File: config.mk
export PLATFORM = sky130hd
export DESIGN_NAME = shader_result_wb
export DESIGN_NICKNAME = d
export VERILOG_FILES = /design/src/rtl/shader_result_wb.sv
export SDC_FILE = /design/constraint.sdc
export NUM_CORES = 1
export LEC_CHECK = 0
export ABC_CLOCK_PERIOD_IN_PS = 9850
export CORE_MARGIN = 2
export CORE_UTILIZATION = 35
export DETAILED_ROUTE_END_ITERATION = 10
export GPL_TIMING_DRIVEN = 0
export HOLD_SLACK_MARGIN = 0.05
export SKIP_CTS_REPAIR_TIMING = 1
export SLEW_MARGIN = 20
export SYNTH_ARGS = -nofsm -noshare
export SYNTH_HDL_FRONTEND = slang
export SYNTH_SLANG_ARGS = --single-unit
File: constraint.sdc
create_clock -name clk -period 9.85 [get_ports clk]
set_clock_uncertainty 0.1 [all_clocks]
set_input_delay 1.97 -clock clk [delete_from_list [all_inputs] [get_ports clk]]
set_output_delay 1.97 -clock clk [all_outputs]
set_load 0.05 [all_outputs]
File: src/rtl/shader_result_wb.sv
`timescale 1ns/1ps
// shader_result_wb
// Queues shader results in a small FIFO. Each entry holds one scalar and
// LANES vector lanes. The entries are then written back one word at a time,
// so each result takes LANES+1 words: first the scalar (idx 0), then lanes
// 0..LANES-1 (idx 1..LANES).
//
// Ports:
//   clk, rst_n                 clock and asynchronous active-low reset
//   in_valid/in_ready          result input handshake
//   in_result_s, in_result_v   scalar result and packed vector result
//                              (lane i is bits [i*WIDTH +: WIDTH])
//   out_valid/out_ready        writeback word handshake
//   out_data, out_idx          writeback word and its index
//   out_last                   marks the final word of a result
//   fifo_count                 number of occupied FIFO entries
//   result_cnt                 number of results fully written back (wraps)
module shader_result_wb #(
    parameter int WIDTH = 32,
    parameter int LANES = 4,
    parameter int DEPTH = 4
) (
    input  logic                         clk,
    input  logic                         rst_n,
    input  logic                         in_valid,
    output logic                         in_ready,
    input  logic [WIDTH-1:0]             in_result_s,
    input  logic [WIDTH*LANES-1:0]       in_result_v,
    output logic                         out_valid,
    input  logic                         out_ready,
    output logic [WIDTH-1:0]             out_data,
    output logic [$clog2(LANES+1)-1:0]   out_idx,
    output logic                         out_last,
    output logic [$clog2(DEPTH):0]       fifo_count,
    output logic [15:0]                  result_cnt
);
    localparam int IDX_W   = $clog2(LANES + 1);
    localparam int PTR_W   = $clog2(DEPTH);
    localparam int CNT_W   = PTR_W + 1;
    localparam int ENTRY_W = WIDTH * (LANES + 1);

    localparam logic [IDX_W-1:0] LAST_IDX = IDX_W'(LANES);
    localparam logic [CNT_W-1:0] FULL_CNT = CNT_W'(DEPTH);

    localparam logic [0:0] IDLE = 1'b0;
    localparam logic [0:0] SEND = 1'b1;

    // Storage: scalar in the low word, lanes above it, so word k of an
    // entry (k = out_idx) sits at bits [k*WIDTH +: WIDTH].
    logic [ENTRY_W-1:0] mem [DEPTH];

    logic [0:0]       state_reg;
    logic [IDX_W-1:0] idx_reg;
    logic [PTR_W-1:0] wr_ptr_reg;
    logic [PTR_W-1:0] rd_ptr_reg;
    logic [CNT_W-1:0] count_reg;
    logic [15:0]      result_cnt_reg;

    logic             push;
    logic             send_hs;
    logic             pop;
    logic [ENTRY_W-1:0] head_entry;
    logic [WIDTH-1:0] head_words [LANES+1];

    // Ready depends only on registered occupancy: a full FIFO refuses a
    // new result even in the cycle its head is being popped.
    assign in_ready   = (count_reg != FULL_CNT);
    assign push       = in_valid && in_ready;
    assign send_hs    = (state_reg == SEND) && out_ready;
    assign pop        = send_hs && (idx_reg == LAST_IDX);

    assign out_valid  = (state_reg == SEND);
    assign out_idx    = idx_reg;
    assign out_last   = (state_reg == SEND) && (idx_reg == LAST_IDX);
    assign fifo_count = count_reg;
    assign result_cnt = result_cnt_reg;

    // Data storage is not reset; only the pointers and count define validity.
    always_ff @(posedge clk) begin
        if (push) begin
            mem[wr_ptr_reg] <= {in_result_v, in_result_s};
        end
    end

    assign head_entry = mem[rd_ptr_reg];

    generate
        for (genvar gi = 0; gi <= LANES; gi++) begin : g_words
            assign head_words[gi] = head_entry[gi*WIDTH +: WIDTH];
        end
    endgenerate

    always_comb begin
        out_data = '0;
        for (int k = 0; k <= LANES; k++) begin
            if (idx_reg == IDX_W'(k)) begin
                out_data = head_words[k];
            end
        end
    end

    // FIFO pointers and occupancy; pointers wrap naturally (DEPTH is 2^n).
    always_ff @(posedge clk or negedge rst_n) begin
        if (!rst_n) begin
            wr_ptr_reg <= '0;
            rd_ptr_reg <= '0;
            count_reg  <= '0;
        end else begin
            if (push) begin
                wr_ptr_reg <= wr_ptr_reg + 1'b1;
            end
            if (pop) begin
                rd_ptr_reg <= rd_ptr_reg + 1'b1;
            end
            case ({push, pop})
                2'b10:   count_reg <= count_reg + 1'b1;
                2'b01:   count_reg <= count_reg - 1'b1;
                default: count_reg <= count_reg;
            endcase
        end
    end

    // Serializer FSM.
    always_ff @(posedge clk or negedge rst_n) begin
        if (!rst_n) begin
            state_reg      <= IDLE;
            idx_reg        <= '0;
            result_cnt_reg <= '0;
        end else begin
            case (state_reg)
                IDLE: begin
                    idx_reg <= '0;
                    if (count_reg != '0) begin
                        state_reg <= SEND;
                    end
                end
                SEND: begin
                    if (send_hs) begin
                        if (idx_reg == LAST_IDX) begin
                            idx_reg        <= '0;
                            result_cnt_reg <= result_cnt_reg + 16'd1;
                            // Another entry already queued behind the head:
                            // continue without a bubble.
                            if (count_reg > CNT_W'(1)) begin
                                state_reg <= SEND;
                            end else begin
                                state_reg <= IDLE;
                            end
                        end else begin
                            idx_reg <= idx_reg + 1'b1;
                        end
                    end
                end
                default: begin
                    state_reg <= IDLE;
                    idx_reg   <= '0;
                end
            endcase
        end
    end
endmodule

# Word-level counts from Yosys, hierarchy flattened
# Memories as Yosys holds them, arrays and structs flattened.
# Index checks and enable logic that the tools add are counted.
[word_totals]
regBits = 27
ram_bits = 640
input_bits = 164
out_inout_bits = 57
word_cells = 47
mem_count = 1
[memory_table]
columns = ["memory", "words", "width", "read_ports", "rd_clocked_by_memory_dff", "wr", "line_no", "rtl"]
rows = [
  ["mem", 4, 160, 1, 0, 1, "50", "logic [ENTRY_W-1:0] mem [DEPTH];"],
]
[classes]
addsub = 6
n_lt_le_gt_ge = 1
eq_ne = 8
muxes = 16
bitwise = 1
reduce_logical = 8
[ops]
columns = ["operator", "count"]
rows = [
  ["32-bit 2-to-1 mux", 5],
  ["16-bit by 1-bit adder with 16-bit output, second input constant", 1],
  ["3-bit case mux with 2 select lines", 2],
  ["3-bit by 1-bit adder with 3-bit output, second input constant", 2],
  ["3-bit by 2-bit == test with 1-bit output, second input constant", 2],
  ["1-bit 2-to-1 mux", 6],
  ["3-bit 2-to-1 mux", 2],
  ["2-bit by 1-bit adder with 2-bit output, second input constant", 2],
  ["1-bit logical AND", 4],
  ["3-bit by 1-bit == test with 1-bit output, second input constant", 1],
  ["3-bit == test, second input constant", 1],
  ["3-bit by 1-bit > comparator with 1-bit output, second input constant", 1],
  ["3-bit zero test", 1],
  ["3-bit inequality test, second input constant", 1],
  ["3-bit AND reduction", 1],
  ["3-bit nonzero test", 1],
  ["3-bit by 1-bit subtractor with 3-bit output, second input constant", 1],
  ["2-bit by 1-bit == test with 1-bit output, second input constant", 1],
  ["2-bit == test, second input constant", 1],
  ["2-bit by 1-bit inequality test with 1-bit output, second input constant", 1],
  ["1-bit case mux with 2 select lines", 1],
  ["2-bit nonzero test", 1],
  ["1-bit inverter", 1],
]

# Logic depth before layout (Yosys ltp)
# Gate-level depths: netlist of run 1.
[logic_depth]
depth_word = 6
ltp_mapped = 9
depth_no_buf = 9

# Worst setup path after synthesis of run 1
# Ideal clock, no wire load.
[synth_path]
kind = "input port to flip-flop"
startpoint = "in in_valid"
endpoint = "mem mem[0][0] in the netlist's numbering, enable pin"
setup_time_ns = 0.540
arrival_ns = 5.688
required_time_ns = 9.210
setup_slack_ns = 3.522
cell_stages = 1
path_buffers = 0
path_cell_list = "and3_1"
[synth_via]
elab_chain_cells = 3
[synth_rtl]
columns = ["element", "line_no", "rtl"]
rows = [
  ["from (decl)", "25", "input logic in_valid,"],
  ["1-bit logical AND", "68", "assign push = in_valid && in_ready;"],
  ["1-bit 2-to-1 mux", "80", "if (push) begin"],
  ["1-bit 2-to-1 mux (implied by the code)", "81", "mem[wr_ptr_reg] <= {in_result_v, in_result_s};"],
  ["to (decl)", "50", ""],
]
# Every way passes these cells.

# Worst setup path in the final report of run 1
[layout_path]
startpoint = "reg idx_reg[1] (netlist: out_idx[1])"
endpoint = "out out_data[31]"
[layout_via]
elab_chain_cells = 6
elab_cells_between_ends = 10
classes_between = "eq/ne (4); mux (5); reduce/logical (1)"
[layout_rtl]
columns = ["element", "line_no", "rtl"]
rows = [
  ["from (decl)", "53", "logic [IDX_W-1:0] idx_reg;"],
  ["from (signal assigned)", "150", "idx_reg <= idx_reg + 1'b1;"],
  ["3-bit zero test", "96", "if (idx_reg == IDX_W'(k)) begin"],
  ["32-bit 2-to-1 mux (4 in a row)", "96", ""],
  ["32-bit 2-to-1 mux (*)", "96", ""],
  ["to (decl)", "31", "output logic [WIDTH-1:0] out_data,"],
]
# Every way passes the cells marked *; elsewhere a longest branch is shown, timed or not.

==> results.json, run 1 <==
{
  "cts_buffers": 71,
  "cts-root-buf": "clkbuf_16",
  "ios": 221,
  "synth_edf_count": 640,
  "synth_fp_nets": 1451,
  "hold_ws_ns": 0.371,
  "hold_depth": 1,
  "cts.reportedPaths.clkPinSlew_ns": 0.06,
  "ys_ff_latch": 667,
  "syn_inst": 1272,
  "syn_area_per_cell_sq_um": 20.5,
  "drc": 0,
  "fillers": 6360,
  "num_rows": 99,
  "crit_type": "reg2out",
  "die_area_sq_um": 76600,
  "required_ns": 7.78,
  "ys_warn_count": 0,
  "gp_routability_congestion": 0.714,
  "die_height_um": 277,
  "mostFrequentLayoutCells": "edfxtp_1, clkdlybuf4s50_1, mux4_2, clkbuf_16, mux2i_1",
  "io_buffers": 219,
  "grt_max_degree": 43,
  "synthFlopType": "edfxtp_1",
  "max_slew_margin_pct": 31.9,
  "viasPerCell": 5.18,
  "hold_path.class": "reg2reg",
  "drt-total-wl_mm": 66.5,
  "path_max_fanout": 10,
  "start_util_pct": 35.5,
  "min_period_ns": 6.38,
  "crit_path_end_kind": "output pin",
  "grt_first_pass_wirelength_mm": 96.8,
  "largest_reg_flops": 640,
  "antenna_left": 0,
  "drive_gt1_share_pct": 21.3,
  "hold_viol": 0,
  "final_nets": 1761,
  "grt_use_total_pct": 17.4,
  "finalSetupViolCount": 0,
  "dr.first_iter.drc_count": 1162,
  "timing.final.crit_share_pct": 64.7,
  "clockBufferDepth": 3,
  "overflow": 0,
  "slew_viol_final": 0,
  "ys_seq_area_share_pct": 76.4,
  "rr_worst_depth": 7,
  "startpoint_type": "register",
  "hpwl_mm": 44.0,
  "drv_cap": 0,
  "ys_async_sr_fraction_pct": 4.05,
  "yosysUniqueCellTypes": 37,
  "antenna_found_initial": 13,
  "cts_htree_levels": 3,
  "tightest_slew_ns": 1.02,
  "fmax_mhz": 157,
  "crit_arrival_ns": 4.31,
  "syn-cell-area_sq_um": 26000,
  "cts_tree": "done",
  "power_density_nw_per_um2": 320,
  "ir_worst_vdd_v": 0.000173,
  "grt_pass1_vias": 14400,
  "total_power_uw": 10300,
  "clock_latency_ns": 0.59,
  "p_leak_uw": 0.0105,
  "cts.sinks": 667,
  "via_count": 13500,
  "chipWidth_um": 277,
  "drt_pass1_iterations": 5,
  "rsz0062_at_grt": "false",
  "syn_to_final_growth_pct": 23.4,
  "core_area_sq_um": 73300,
  "final_common_cell": "edfxtp_1",
  "routedWlPerCell_um": 25.5,
  "status": "finished, final reports clean"
}
where the power goes:
group          total [uW]  leakage (uW)  internal, uW  switching, uW
Sequential           3830       0.00621          3710            122
Clock                2580       0.00109          1510           1070
Combinational        3850       0.00314          1420           2430
critical path, stage by stage (launching register included):
cell and delay (ns):
dfrtp_1 0.42, inv_1 0.12, ha_1 0.23, nand2b_1 0.12, a21oi_1 0.53, clkbuf_1 0.59
a32oi_1 0.21, o31ai_1 0.56, clkdlybuf4s50_1 0.93
cell usage after synthesis, types with 17 or more instances:
cell | instances | area share (%)
o31ai_1 | 20 | 0.58
mux4_2 | 96 | 8.3
o22ai_1 | 32 | 0.77
clkbuf_1 | 36 | 0.52
a22oi_1 | 20 | 0.58
dfrtp_1 | 27 | 2.6
edfxtp_1 | 640 | 74
mux2_2 | 62 | 2.7
xnor2_1 | 17 | 0.57
nand3_1 | 68 | 1.3
a32oi_1 | 31 | 1.0
mux2i_1 | 69 | 2.7
worst paths after layout:
check,startpoint,end,slack [ns]
worst max register to register,fifo_count[0],mem[0][143],6.95
worst min register to register,result_cnt[15],result_cnt[15],0.37
min in group asynchronous,rst_n,result_cnt[15],1.32
max in group asynchronous,rst_n,out_idx[2],7.89
worst min-delay path,result_cnt[15],result_cnt[15],0.37
worst max-delay path,out_idx[1],out_data[31],3.47
routing by layer:
layer	vias to the layer above	wire length, um	global-route usage, %
met4	20	1210	4.42
met2	336	33700	29.9
met5	-	138	0
met1	7091	27700	22.1
li1	5929	-	-
met3	94	3750	4.08
cell type report:
class                      instances  area, sq um  area share [%]
antenna                            6         15.0          0.0467
buffer                            76          430            1.34
clock buffer                      93         2000            6.22
clock inverter                    35          264           0.822
inverter                          12         45.0           0.140
multi-input combinational        517         5680            17.7
sequential                       667        19900            61.9
tap                              959         1200            3.74
timing repair buffer             237         2590            8.07
stage by stage:
| step | TNS [ns] | utilization (%) | cells | worst slack, ns | cell area (sq um) |
|---|---|---|---|---|---|
| floorplan | 0 | - | 1272 | 3.52 | 26000 |
| global placement | -297.06 | 40.1 | 2450 | -0.523 | 29400 |
| detailed placement | 0 | 40.7 | 2468 | 3.99 | 29800 |
| CTS | 0 | 43.8 | 2596 | 3.35 | 32100 |
| global route | 0 | 43.8 | 2596 | 3.20 | 32100 |
| finish | 0 | 43.8 | 2602 | 3.47 | 32100 |
cells by family after synthesis:
family                     after synthesis  share of synthesized area (%)
DFF                                    667                           76.4
xor gates and xnor gates                21                          0.707
and+or+nand+nor                        119                           2.36
muxes                                  227                           13.6
buffers and inverters                   88                           1.82
adders and majority gates               15                          0.721
AOI/OAI and AO/OA                      135                           4.33
Power figures use the tool's default switching activity.
==> inputs of run 2 (changes only) <==
ABC_CLOCK_PERIOD_IN_PS = 5600   (was 9850)
clock period = 5.6 ns   (was 9.85 ns; I/O delays follow)
==> results.json, run 2 (synthesis gave the netlist of run 1 again) <==
{
  "status": "finished, final reports clean",
  "crit_type": "reg2out",
  "cts_buffers": 72,
  "crit_path_end_kind": "output pin",
  "hold_viol": 0,
  "gp_routability_congestion": 0.733,
  "fin_area_sq_um": 32200,
  "start_util_pct": 35.5,
  "grt_use_total_pct": 17.2,
  "hold_depth": 1,
  "cts.sinks": 667,
  "whs_endpoint": "result_cnt[15]",
  "tightest_slew_ns": 1.06,
  "drc": 0,
  "wl_met3_mm": 4.34,
  "path_max_fanout": 10,
  "wl_met2_mm": 33.8,
  "fin_util_pct": 43.9,
  "ios": 221,
  "drive_gt1_share_pct": 21.4,
  "final_nets": 1761,
  "syn_to_final_growth_pct": 23.6,
  "cts-root-buf": "clkbuf_16",
  "wl_met1_mm": 26.9,
  "power_density_nw_per_um2": 566,
  "viasPerCell": 5.17,
  "via_count": 13400,
  "min_period_ns": 5.36,
  "required_ns": 4.38,
  "worstHoldStart": "result_cnt[15]",
  "ir_worst_vdd_v": 0.000279,
  "r2r-start": "fifo_count[0]",
  "startpoint_type": "register",
  "chipWidth_um": 277,
  "crit_arrival_ns": 4.14,
  "regToRegEndpoint": "mem[2][141]",
  "rsz0062_at_grt": "false",
  "io_buffers": 219,
  "max_slew_margin_pct": 29.5,
  "drv_cap": 0,
  "die_area_sq_um": 76600,
  "final_common_cell": "edfxtp_1",
  "mostFrequentLayoutCells": "edfxtp_1, clkdlybuf4s50_1, mux4_2, clkbuf_16, mux2i_1",
  "cts_tree": "done",
  "drt-total-wl_mm": 66.4,
  "top_layer_used": "met5",
  "antenna_left": 0,
  "drt_pass1_iterations": 5,
  "placed_area_sq_um": 29800,
  "grt_max_degree": 44,
  "clock_latency_ns": 0.60,
  "placed_cells": 2467,
  "clockBufferDepth": 3,
  "rr_worst_depth": 8,
  "die_height_um": 277,
  "routedWlPerCell_um": 25.5,
  "instances_no_fill": 2601,
  "hpwl_mm": 43.8,
  "overflow": 0,
  "hold_ws_ns": 0.372,
  "hold_path.class": "reg2reg",
  "largest_reg_flops": 640,
  "grt_pass1_vias": 14300,
  "grt_first_pass_wirelength_mm": 95.6,
  "slew_viol_final": 0,
  "finalSetupViolCount": 0,
  "core_area_sq_um": 73300,
  "p_leak_uw": 0.0105,
  "dr.first_iter.drc_count": 914,
  "num_rows": 99,
  "antenna_found_initial": 16,
  "reg2reg_slack_ns": 2.71,
  "cts.reportedPaths.clkPinSlew_ns": 0.06,
  "fmax_mhz": 186,
  "timing.final.crit_share_pct": 95.8,
  "cts_htree_levels": 3
}
run 2: changes by cell type in the layout (fill, tap and decap cells not counted), moves of 2 or more:
| cell | delta |
|---|---|
| clkbuf_1 | -2 |
| clkbuf_16 | -3 |
| buf_16 | +2 |
| buf_12 | -3 |
| inv_6 | +2 |
| bufinv_16 | +5 |
| clkinvlp_4 | -4 |
| clkinv_2 | +2 |
run 2: area by class of cell:
cell class,instances,area (sq um)
Multi-Input combinational cell,517,5690
Antenna cell,5,12.5
Timing Repair Buffer,236,2590
Clock inverter,41,415
Inverter,12,45.0
Tap cell,959,1200
Buffer,76,432
Sequential cell,667,19900
Fill cell,6343,41200
Clock buffer,88,1900
run 2: stage by stage:
step           TNS, ns  setup slack [ns]  total power, uW
5_1_grt              0            0.0149            19000
3_3_place_gp   -221.24            -0.413            13700
3_5_place_dp         0             0.476            13800
6_report             0             0.238            18200
4_1_cts         -0.281            -0.192            18500
2_1_floorplan        0              1.37            11200
run 2: report_power, final:
| group | switching (uW) | total [uW] | internal (uW) |
|---|---|---|---|
| registers | 215 | 6740 | 6530 |
| logic | 4290 | 6800 | 2500 |
| clock network | 1880 | 4670 | 2790 |
| total | 6390 | 18200 | 11800 |
run 2: worst max path at each step:
stage / from / endpoint / depth (start not counted) / slack [ns]
finish: out_idx[0] / out_data[12] / 8 / 0.24
global route: out_idx[0] / out_data[12] / 8 / 0.01
CTS: out_idx[0] / out_data[31] / 8 / -0.19
detailed placement: out_idx[0] / out_data[31] / 8 / 0.48
global placement: in_valid / mem[2][143] / 2 / -0.41
floorplan: out_idx[0] / out_data[10] / 8 / 1.37
run 2: worst max-delay path: stages (launching register included):
cell             delay (ns)
dfrtp_1                0.44
inv_1                  0.11
ha_1                   0.24
nand2b_1               0.13
a21oi_2                0.39
clkbuf_1               0.54
a32oi_1                0.31
o31ai_1                0.48
clkdlybuf4s50_1        0.90
run 2: per-layer routing:
| layer | global-route usage [%] | vias up |
|---|---|---|
| met4 | 4.58 | 26 |
| li1 | - | 5925 |
| met5 | 0 | - |
| met3 | 4.62 | 108 |
| met1 | 21.3 | 7018 |
| met2 | 29.9 | 359 |
==> inputs of run 3 (changes only) <==
ABC_CLOCK_PERIOD_IN_PS = unset   (was 5600)
==> results of run 3 <==
Same layout as run 2: the final DEF is identical, and so are final timing and power.
